### src/rtl/iterative_left_shifter.sv
// Iterative 8-bit left shifter: LSL, ROL and ASL, one bit per clock.
// Results and flags are published only on the completion edge, together with a one-cycle DONE pulse.
module iterative_left_shifter (
  input  logic       CLK,
  input  logic       RESET,
  input  logic       START,
  input  logic [1:0] OPCODE,
  input  logic [7:0] DATA,
  input  logic [7:0] SHIFT_AMOUNT,
  output logic [7:0] RESULT,
  output logic       BUSY,
  output logic       DONE,
  output logic       CARRY,
  output logic       OVERFLOW
);

  typedef enum logic {
    IDLE  = 1'b0,
    SHIFT = 1'b1
  } state_t;

  localparam logic [1:0] OP_LSL = 2'b00;
  localparam logic [1:0] OP_ROL = 2'b01;
  localparam logic [1:0] OP_ASL = 2'b10;

  state_t      state_q, state_d;
  logic [7:0]  work_q, work_d;
  logic [3:0]  cnt_q, cnt_d;
  logic [1:0]  op_q, op_d;
  logic        carry_q, carry_d;
  logic        ovf_q, ovf_d;
  logic [7:0]  result_q, result_d;
  logic        carry_out_q, carry_out_d;
  logic        ovf_out_q, ovf_out_d;
  logic        done_q, done_d;
  logic [3:0]  cnt_load;

  // A full 8-bit rotation is the identity, so ROL only needs the low three bits.
  always_comb begin
    cnt_load = 4'd0;
    case (OPCODE)
      OP_LSL, OP_ASL: cnt_load = (SHIFT_AMOUNT >= 8'd8) ? 4'd8 : SHIFT_AMOUNT[3:0];
      OP_ROL:         cnt_load = {1'b0, SHIFT_AMOUNT[2:0]};
      default:        cnt_load = 4'd0;
    endcase
  end

  always_comb begin
    state_d     = state_q;
    work_d      = work_q;
    cnt_d       = cnt_q;
    op_d        = op_q;
    carry_d     = carry_q;
    ovf_d       = ovf_q;
    result_d    = result_q;
    carry_out_d = carry_out_q;
    ovf_out_d   = ovf_out_q;
    done_d      = 1'b0;

    case (state_q)
      IDLE: begin
        if (START) begin
          work_d  = DATA;
          op_d    = OPCODE;
          carry_d = 1'b0;
          ovf_d   = 1'b0;
          cnt_d   = cnt_load;
          state_d = SHIFT;
        end
      end
      SHIFT: begin
        if (cnt_q != 4'd0) begin
          cnt_d = cnt_q - 4'd1;
          case (op_q)
            OP_LSL: begin
              carry_d = work_q[7];
              work_d  = {work_q[6:0], 1'b0};
            end
            OP_ROL: begin
              carry_d = work_q[7];
              work_d  = {work_q[6:0], work_q[7]};
            end
            OP_ASL: begin
              carry_d = work_q[7];
              work_d  = {work_q[6:0], 1'b0};
              ovf_d   = ovf_q | (work_q[7] ^ work_q[6]);
            end
            default: begin
              work_d = work_q;
            end
          endcase
        end else begin
          result_d    = work_q;
          carry_out_d = carry_q;
          ovf_out_d   = ovf_q;
          done_d      = 1'b1;
          state_d     = IDLE;
        end
      end
      default: state_d = IDLE;
    endcase
  end

  always_ff @(posedge CLK) begin
    if (RESET) begin
      state_q     <= IDLE;
      work_q      <= 8'h00;
      cnt_q       <= 4'd0;
      op_q        <= 2'b00;
      carry_q     <= 1'b0;
      ovf_q       <= 1'b0;
      result_q    <= 8'h00;
      carry_out_q <= 1'b0;
      ovf_out_q   <= 1'b0;
      done_q      <= 1'b0;
    end else begin
      state_q     <= state_d;
      work_q      <= work_d;
      cnt_q       <= cnt_d;
      op_q        <= op_d;
      carry_q     <= carry_d;
      ovf_q       <= ovf_d;
      result_q    <= result_d;
      carry_out_q <= carry_out_d;
      ovf_out_q   <= ovf_out_d;
      done_q      <= done_d;
    end
  end

  assign RESULT   = result_q;
  assign CARRY    = carry_out_q;
  assign OVERFLOW = ovf_out_q;
  assign DONE     = done_q;
  assign BUSY     = (state_q == SHIFT);

endmodule

### config.mk
export PLATFORM = sky130hd
export DESIGN_NAME = iterative_left_shifter
export DESIGN_NICKNAME = d
export VERILOG_FILES = /design/src/rtl/iterative_left_shifter.sv
export SDC_FILE = /design/constraint.sdc
export NUM_CORES = 1
export LEC_CHECK = 0
export BUFFER_PORTS_ARGS = -buffer_cell sky130_fd_sc_hd__buf_2
export CAP_MARGIN = 30
export CORE_MARGIN = 10
export CORE_UTILIZATION = 48
export DETAILED_ROUTE_END_ITERATION = 8
export PLACE_DENSITY = 0.7
export SYNTH_ARGS = -nofsm -noshare
export SYNTH_HDL_FRONTEND = slang
export SYNTH_SLANG_ARGS = --single-unit
### constraint.sdc
create_clock -name CLK -period 2.3 [get_ports CLK]
set_input_delay 0.575 -clock CLK [delete_from_list [all_inputs] [get_ports CLK]]
set_output_delay 0.575 -clock CLK [all_outputs]
set_load 0.02 [all_outputs]
Word level (Yosys, flattened, before mapping)
Cells that the tools add are included.
{ "word_totals": {"reg_bits": 28, "input_bits": 21, "out_inout_bits": 12} }
{ "op_classes": {"n_addsub": 1, "magnitude_cmp": 1, "eq_ne": 9, "mux": 20, "n_bitwise": 4, "n_reduce_logical": 13} }
{ "ops": {"columns": ["op", "n"], "rows": [
  ["case mux 8 bit (2 select lines)", 2],
  ["two-way mux 8 bit", 2],
  ["case mux 4 bit (2 select lines)", 2],
  ["two-way mux 4 bit", 3],
  ["AND reduction 3 bit", 3],
  ["greater-or-equal comparator 8 x 4 -> 1 bit (second input constant)", 1],
  ["two-way mux 1 bit", 8],
  ["case mux 1 bit (2 select lines)", 3],
  ["AND reduction 2 bit", 3],
  ["OR reduction 2 bit", 3],
  ["equality test 2 x 1 -> 1 bit (second input constant)", 2],
  ["equality test 2 bit (second input constant)", 2],
  ["logical NOT 2 bit", 2],
  ["inequality test 2 x 1 -> 1 bit (second input constant)", 2],
  ["inequality test 2 bit (second input constant)", 2],
  ["nonzero test 4 bit", 1],
  ["subtractor 4 x 1 -> 4 bit (second input constant)", 1],
  ["inequality test 3 x 2 -> 1 bit (second input constant)", 1],
  ["OR reduction 3 bit", 1],
  ["inverter 1 bit", 2],
  ["OR 1 bit", 1],
  ["bitwise XOR 1 bit", 1]
]} }

Depth between registers and ports, before layout
Gate-level depths: netlist (run 1).
{ "depth": {"ltp_word": 5, "mapped_depth": 7, "ltp_nobuf": 6} }

Worst setup path after synthesis (run 1)
OpenSTA, ideal clock, no wires.
{ "synth_timing": {"path_kind": "register -> register", "startpoint": "register cnt_q[0]", "endpoint": "register work_q[1]", "setup_time_ns": 0.079, "arrival_ns": 1.622, "setup_slack_ns": 0.599, "stages_incl_launch_ff": 8, "n_path_buf": 1, "period_less_slack_ns": 1.701, "cell_sequence": "dfxtp_1 inv_1 ha_1 and4bb_4 a311oi_4 buf_6 nor2_2 a211oi_2"} }
{ "synth_between": {"elab_chain_cells": 3} }
{ "synth_rtl": {"columns": ["element", "line_no", "source"], "rows": [
  ["start, declared", "28", "logic [3:0] cnt_q, cnt_d;"],
  ["start signal, assigned", "119", "cnt_q <= cnt_d;"],
  ["nonzero test 4 bit", "72", "if (cnt_q != 4'd0) begin"],
  ["inequality test 2 x 1 -> 1 bit (no source line)", null, null],
  ["AND reduction 3 bit (no source line)", null, null],
  ["end signal, assigned", "118", "work_q <= work_d;"],
  ["end, declared", "27", "logic [7:0] work_q, work_d;"]
]} }
No other way between the ends.
A chain may end at the register's enable or synchronous reset.

Worst setup path in the final report (run 1)
{ "layout_timing": {"startpoint": "register cnt_q[0]", "endpoint": "register work_q[5]"} }
Same word-level chain as after synthesis.

==> results by group, run 1 <==
Floorplan
  • Site Rows: 18
  • Die Span Y: 71.0 um
  • Die area: 5030 um2
  • Io pins: 33
  • Die width: just over 70 um
  • Initial Utilization: 50.3%
  • Core region area: around 2500 um2

Run
  • MaxCap Viol Count: 0

Clock network
  • H-tree depth: 1
  • Clock Latency Late Sink: 330 ps
  • Post-CTS Resized: 0
  • CTS hold repair buffers: 0
  • Maximum root-to-sink buffer count: 2
  • Root Driver: clkbuf_4
  • Reg clk slew, reported paths: 150 ps
  • CTS Buf Count: 3
  • Clock sink count: 28
  • TritonCTS clock tree: yes
  • Post-CTS setup buffer count: 0

GRT
  • Global route overflow: 0
  • Initial antenna violation count: 0
  • Vias in the first global route: 1152
  • Global-route wire length before repair: 5250 um
  • Largest net degree at the start of global routing: 19
  • GRT Util Overall: roughly 12%

Pwr
  • Worst VDD drop: 452 uV
  • Total power: 1.06 mW
  • Leak pwr: 0.597 nW
  • Power Dens Cells: 718 nW/um2

STA
  • RSZ-0062 raised after global routing: false
  • Final period util: roughly four fifths
  • Final Setup Violations: 0
  • Worst Tran Pin Value: 504 ps
  • Hold Fails Final Rpt: 0
  • Setup TNS: 0 ps
  • Fin. max-slew vios: 0
  • Clock skew: 3.57 ps
  • Max transition margin: about two thirds
  • Max Clock Freq: about 530 MHz
  • Min cycle time layout: around 1900 ps

Synth
  • Post-synthesis instance total: around 150
  • Synth Area in Adders: 1.00%
  • Yosys top cell area share: 45.0%
  • Post-Syn Area: 1250 um2
  • Post-Synth Simple-Gate Area: between 20% and 30%
  • YS warnings: 0
  • Synthesized net count: 168
  • Main combinational cell family by area after synthesis: simple AND/OR/NAND/NOR gates
  • Primary FF master, synth: dfxtp_1
  • Compound-gate portion of the synthesized area: 20.3%
  • Leading area contributor after synthesis: dfxtp_1
  • Mean post-synth cell area: 8.54 um2
  • Seq/Total Area, Yosys: between 40 and 50%
  • Number of flops mapped to enable cells by yosys: 0
  • XOR/XNOR Fraction of Synth Area: less than 1%
  • Synthesized flop and latch total: 28
  • Ys async rst share: 0%
  • Synth area leaders: dfxtp_1 (45%), nand2_1 (8.7%), mux2i_1 (5.6%)
  • Count of cell types in the netlist: 36
  • Fraction of synthesized area in multiplexers: under 10%

Worst setup path
  • Critical Path RT: between 2000 and 3000 ps
  • Critical-path cell list: inv_1, ha_1, and4bb_4, a311oi_4, buf_4, nor2_1, a211oi_1
  • Crit start category: register
  • Largest delay share family, worst path: compound AO/OA/AOI/OAI gates
  • Worst EP arrival: 2130 ps
  • Delay of the slowest critical-path stage: roughly 360 ps
  • CP max-delay cell: dfxtp_1
  • CP Capture Type: register
  • WP buf/inv: 2
  • Critical path class: register to register
  • Worst-path fanout max: 18

Drt
  • 1st-iter DRT viols: 103
  • Vias/cell: 5.50
  • DRT Pass-1 Iters: 4
  • Routed WL: 2970 um
  • Via count: 1144
  • DRC violations left: 0
  • Final ANT Viol Nets: 0
  • DR WL/cell: 14.3 um

Cells and area
  • Layout cells sized above 1: around a quarter
  • Syn-to-layout area delta: 18.0%
  • Cell Count, Final, Fillers Out: 208
  • Antenna cells: 0
  • Most common cell after layout, fill and taps aside: buf_2
  • Post-route design area: between 1000 and 1500 um2
  • Fin util: approximately three fifths
  • Nets: about 200
  • Commonest cells after routing, fill and taps aside: buf_2 (32), nand2_1 (29), dfxtp_1 (28), nor2_1 (16), a21oi_1 (13)

Place
  • Placed Cells: 204
  • Hpwl dp: 2300 um
  • RD Place Congestion: 0.857
  • Port Buffers: 32
  • Placed Instance Area: 1430 um2

Status
  • Outcome: complete, no violations

Worst hold path
  • HP Class: register to register
[synth_stat cells (2+ instances only)]
library cell and instances:
nand2_1 29, dfxtp_1 28, nor2_1 16, a21oi_1 13, a211oi_1 7, mux2i_1 7
inv_1 5, clkbuf_1 4, nand3_1 3, nor3_1 3, o21ai_0 3, a31oi_1 2
buf_2 2, nor4_1 2
[flip-flops by register name, indices dropped and copies added, names as in the netlist]
register,cells
carry_q,1
work_q,8
BUSY,1
CARRY,1
op_q,2
OVERFLOW,1
DONE,1
RESULT,8
cnt_q,4
ovf_q,1
[worst reg2reg max path, cell delays in order, from the launching register on]
cell	delay, ps
dfxtp_1	360
inv_1	70
ha_1	250
and4bb_4	300
a311oi_4	260
buf_4	260
nor2_1	70
a211oi_1	240
[power by group]
part / leakage, nW / total [mW] / switching [mW] / internal, mW
combinational: 0.346 / 0.244 / 0.141 / 0.103
clock: 0.0210 / 0.242 / 0.145 / 0.0970
sequential: 0.229 / 0.570 / 0.0422 / 0.528
total: 0.597 / 1.06 / 0.328 / 0.728
[metrics by stage]
step,setup WS (ps),hold slack [ps]
2_1_floorplan,599,432
3_3_place_gp,535,441
3_5_place_dp,426,444
4_1_cts,410,463
5_1_grt,265,474
6_report,417,462
[final timing paths]
path | end | slack [ps] | cells past startpoint | from
worst min-delay path | RESULT[7] | 460 | 2 | RESULT[7]
worst min register to register | RESULT[7] | 460 | 2 | RESULT[7]
worst max register to register | work_q[5] | 420 | 7 | cnt_q[0]
worst max-delay path | work_q[5] | 420 | 7 | cnt_q[0]
[metal layers]
layer	GRT usage [%]	vias up	share of wire [%]
met5	0	-	0
met1	13.8	543	43
li1	-	579	-
met4	3.66	0	0.84
met3	4.18	4	5.2
met2	21.0	18	51
[logic make-up (layout without fill, tap and decap cells)]
kind of cell	count (synthesis)	in the layout
xor+xnor	1	1
simple gates	61	61
compound gates	35	35
flops	28	28
mux	7	7
buf+inv	13	45
fa+ha+maj	1	1
[cell type report]
type / instances / area (um2)
inverter: 5 / 18.8
sequential: 28 / 561
timing repair buffer: 36 / 190
multi-input combinational: 105 / 627
tap: 30 / 37.5
clock buffer: 4 / 36.3
fill: 235 / 1010
No activity file was read; power rests on OpenSTA's default activity.
==> run 2, diff against run 1 <==
Clock period 2.3 ns to 1.9 ns, I/O delays scaled along.
==> run 2 against run 1 <==
Clock power increased by 65%. Sequential cell count unchanged. Clock-buffer cell count decreased by 1. Total power increased by 33%. Core utilization increased by 2.1 points. Setup slack got worse by 280 ps. Critical path depth unchanged. Register-to-register slack got worse by 280 ps. Via count decreased by 0.35%. Final area increased by 3.5%. Die area unchanged. Global-route usage decreased by 0.15 points. Critical endpoint is now work_q[0]. Largest cell class unchanged. Highest routed layer unchanged.
==> results by group, run 2 (synthesized netlist as in run 1, its figures left out) <==
Status
  • Outcome: complete, no violations

Worst setup path
  • Worst-path fanout max: 18 (unchanged)
  • Crit start category: register
  • Worst EP arrival: 2020 ps (-110 ps)
  • R2R cell count: 7 (unchanged)
  • Critical Path RT: 2160 ps (-380 ps)
  • Critical path class: register to register
  • CP Capture Type: register
  • Worst r2r src: cnt_q[0]
  • FF-to-FF End: work_q[0]
  • R2R Setup Slk: 140 ps (-280 ps)

Floorplan
  • Die width: 71.0 um (unchanged)
  • Core region area: 2480 um2 (unchanged)
  • Die area: 5030 um2 (unchanged)
  • Io pins: 33 (unchanged)
  • Site Rows: 18 (unchanged)
  • Die Span Y: 71.0 um (unchanged)
  • Initial Utilization: 50.3% (unchanged)

Pwr
  • Leak pwr: 0.624 nW (+4.5%)
  • Total power: 1.41 mW (+33%)
  • Worst VDD drop: 525 uV (+16%)
  • Power Dens Cells: 925 nW/um2 (+29%)

Place
  • Place WS: 176 ps (-251 ps)
  • RD Place Congestion: 0.935 (+9.2%)
  • Placed Cells: 207 (+1.5%)
  • Hpwl dp: 2280 um (-0.99%)
  • Port Buffers: 32 (unchanged)
  • Placed Instance Area: 1470 um2 (+2.4%)

STA
  • Min cycle time layout: 1760 ps (-124 ps)
  • Hold Fails Final Rpt: 0 (unchanged)
  • Clock skew: 6.70 ps (+3.13 ps)
  • Final period util: 92.6% (+11 points)
  • RSZ-0062 raised after global routing: false
  • Setup TNS: 0 ps (unchanged)
  • Worst Tran Pin Value: 371 ps (-133 ps)
  • Min Hold Slack: 401 ps (-61.4 ps)
  • Max transition margin: 74.9% (+8.7 points)
  • Final Setup Violations: 0 (unchanged)
  • Fin. max-slew vios: 0 (unchanged)
  • Worst setup margin: 141 ps (-276 ps)
  • Max Clock Freq: 569 MHz (+7.1%)

GRT
  • Initial antenna violation count: 0 (unchanged)
  • Largest net degree at the start of global routing: 19 (unchanged)
  • Global-route wire length before repair: 5170 um (-1.6%)
  • Vias in the first global route: 1146 (-0.52%)
  • GRT Util Overall: 12.0% (-0.15 points)
  • Global route overflow: 0 (unchanged)

Drt
  • Via count: 1140 (-0.35%)
  • DRC violations left: 0 (unchanged)
  • Routed WL: 3020 um (+1.7%)
  • DR WL/cell: 14.3 um (+0.24%)
  • Final ANT Viol Nets: 0 (unchanged)
  • Vias/cell: 5.40 (-1.8%)
  • 1st-iter DRT viols: 68 (-34%)
  • DRT Pass-1 Iters: 4 (unchanged)

Clock network
  • Reg clk slew, reported paths: 160 ps (about the same)
  • Clock Latency Late Sink: 330 ps (about the same)
  • TritonCTS clock tree: yes
  • Post-CTS setup buffer count: 0 (unchanged)
  • CTS hold repair buffers: 0 (unchanged)
  • Clock sink count: 28 (unchanged)
  • Maximum root-to-sink buffer count: 2 (unchanged)
  • Root Driver: clkbuf_4
  • H-tree depth: 1 (unchanged)
  • Post-CTS Resized: 0 (unchanged)
  • CTS Buf Count: 3 (unchanged)

Cells and area
  • Fillers: 234 (-0.43%)
  • Commonest cells after routing, fill and taps aside: buf_2 (32), nand2_1 (29), dfxtp_1 (28), nor2_1 (16), a21oi_1 (13)
  • Fin util: 61.4% (+2.1 points)
  • Post-route design area: 1520 um2 (+3.5%)
  • Multi-input logic area: 627 um2 (unchanged)
  • Antenna cells: 0 (unchanged)
  • Nets: 204 (+1.5%)
  • Cell Count, Final, Fillers Out: 211 (+1.4%)
  • Most common cell after layout, fill and taps aside: buf_2
  • Syn-to-layout area delta: 22.1%
  • Layout cells sized above 1: 27.1% (+1.2 points)
  • Storage element area: 561 um2 (unchanged)

Worst hold path
  • Hold Path End: cnt_q[0]
  • Hold depth: 3 (+1)
  • HP Start: SHIFT_AMOUNT[0]
  • HP Class: input port to register

Run
  • MaxCap Viol Count: 0 (unchanged)
run 2: changes by cell type in the layout (fill, tap and decap cells not counted):
cell,delta
buf_12,+1
buf_4,+2
clkbuf_8,-1
bufinv_16,+1
run 2: critical path: stages (launching register included):
cell      delay [ps]
dfxtp_1          360
inv_1             70
ha_1             250
and4bb_4         240
a311oi_4         300
buf_12           190
nor2_1            50
a311oi_1         220
run 2: cell type report:
class                           count  area share, %
Inverter                            5           1.23
Clock buffer                        3           1.48
Sequential cell                    28           36.8
Clock inverter                      1           1.97
Tap cell                           30           2.47
Multi-Input combinational cell    105           41.2
Timing Repair Buffer               39           14.8
run 2: per-layer routing:
metal	part of all wire [%]	vias up	track usage [%]
li1	-	585	-
met5	0	-	0
met2	48	25	19.6
met1	45	528	14.7
met4	0.66	0	4.52
met3	6.6	2	3.21
run 2: where the power goes:
part           switching (mW)  total, mW  internal [mW]
Combinational           0.179      0.322          0.142
Sequential             0.0484      0.688          0.639
Clock                   0.185      0.399          0.213
Total                   0.413       1.41          0.995
run 2: how the worst max path moves through the flow:
stage / slack [ps] / startpoint / cells after the start / endpoint
CTS: 150 / cnt_q[0] / 7 / work_q[3]
global route: 20 / cnt_q[0] / 7 / work_q[0]
detailed placement: 180 / cnt_q[0] / 7 / work_q[3]
floorplan: 200 / cnt_q[0] / 7 / work_q[1]
finish: 140 / cnt_q[0] / 7 / work_q[0]
global placement: 240 / cnt_q[0] / 7 / work_q[0]
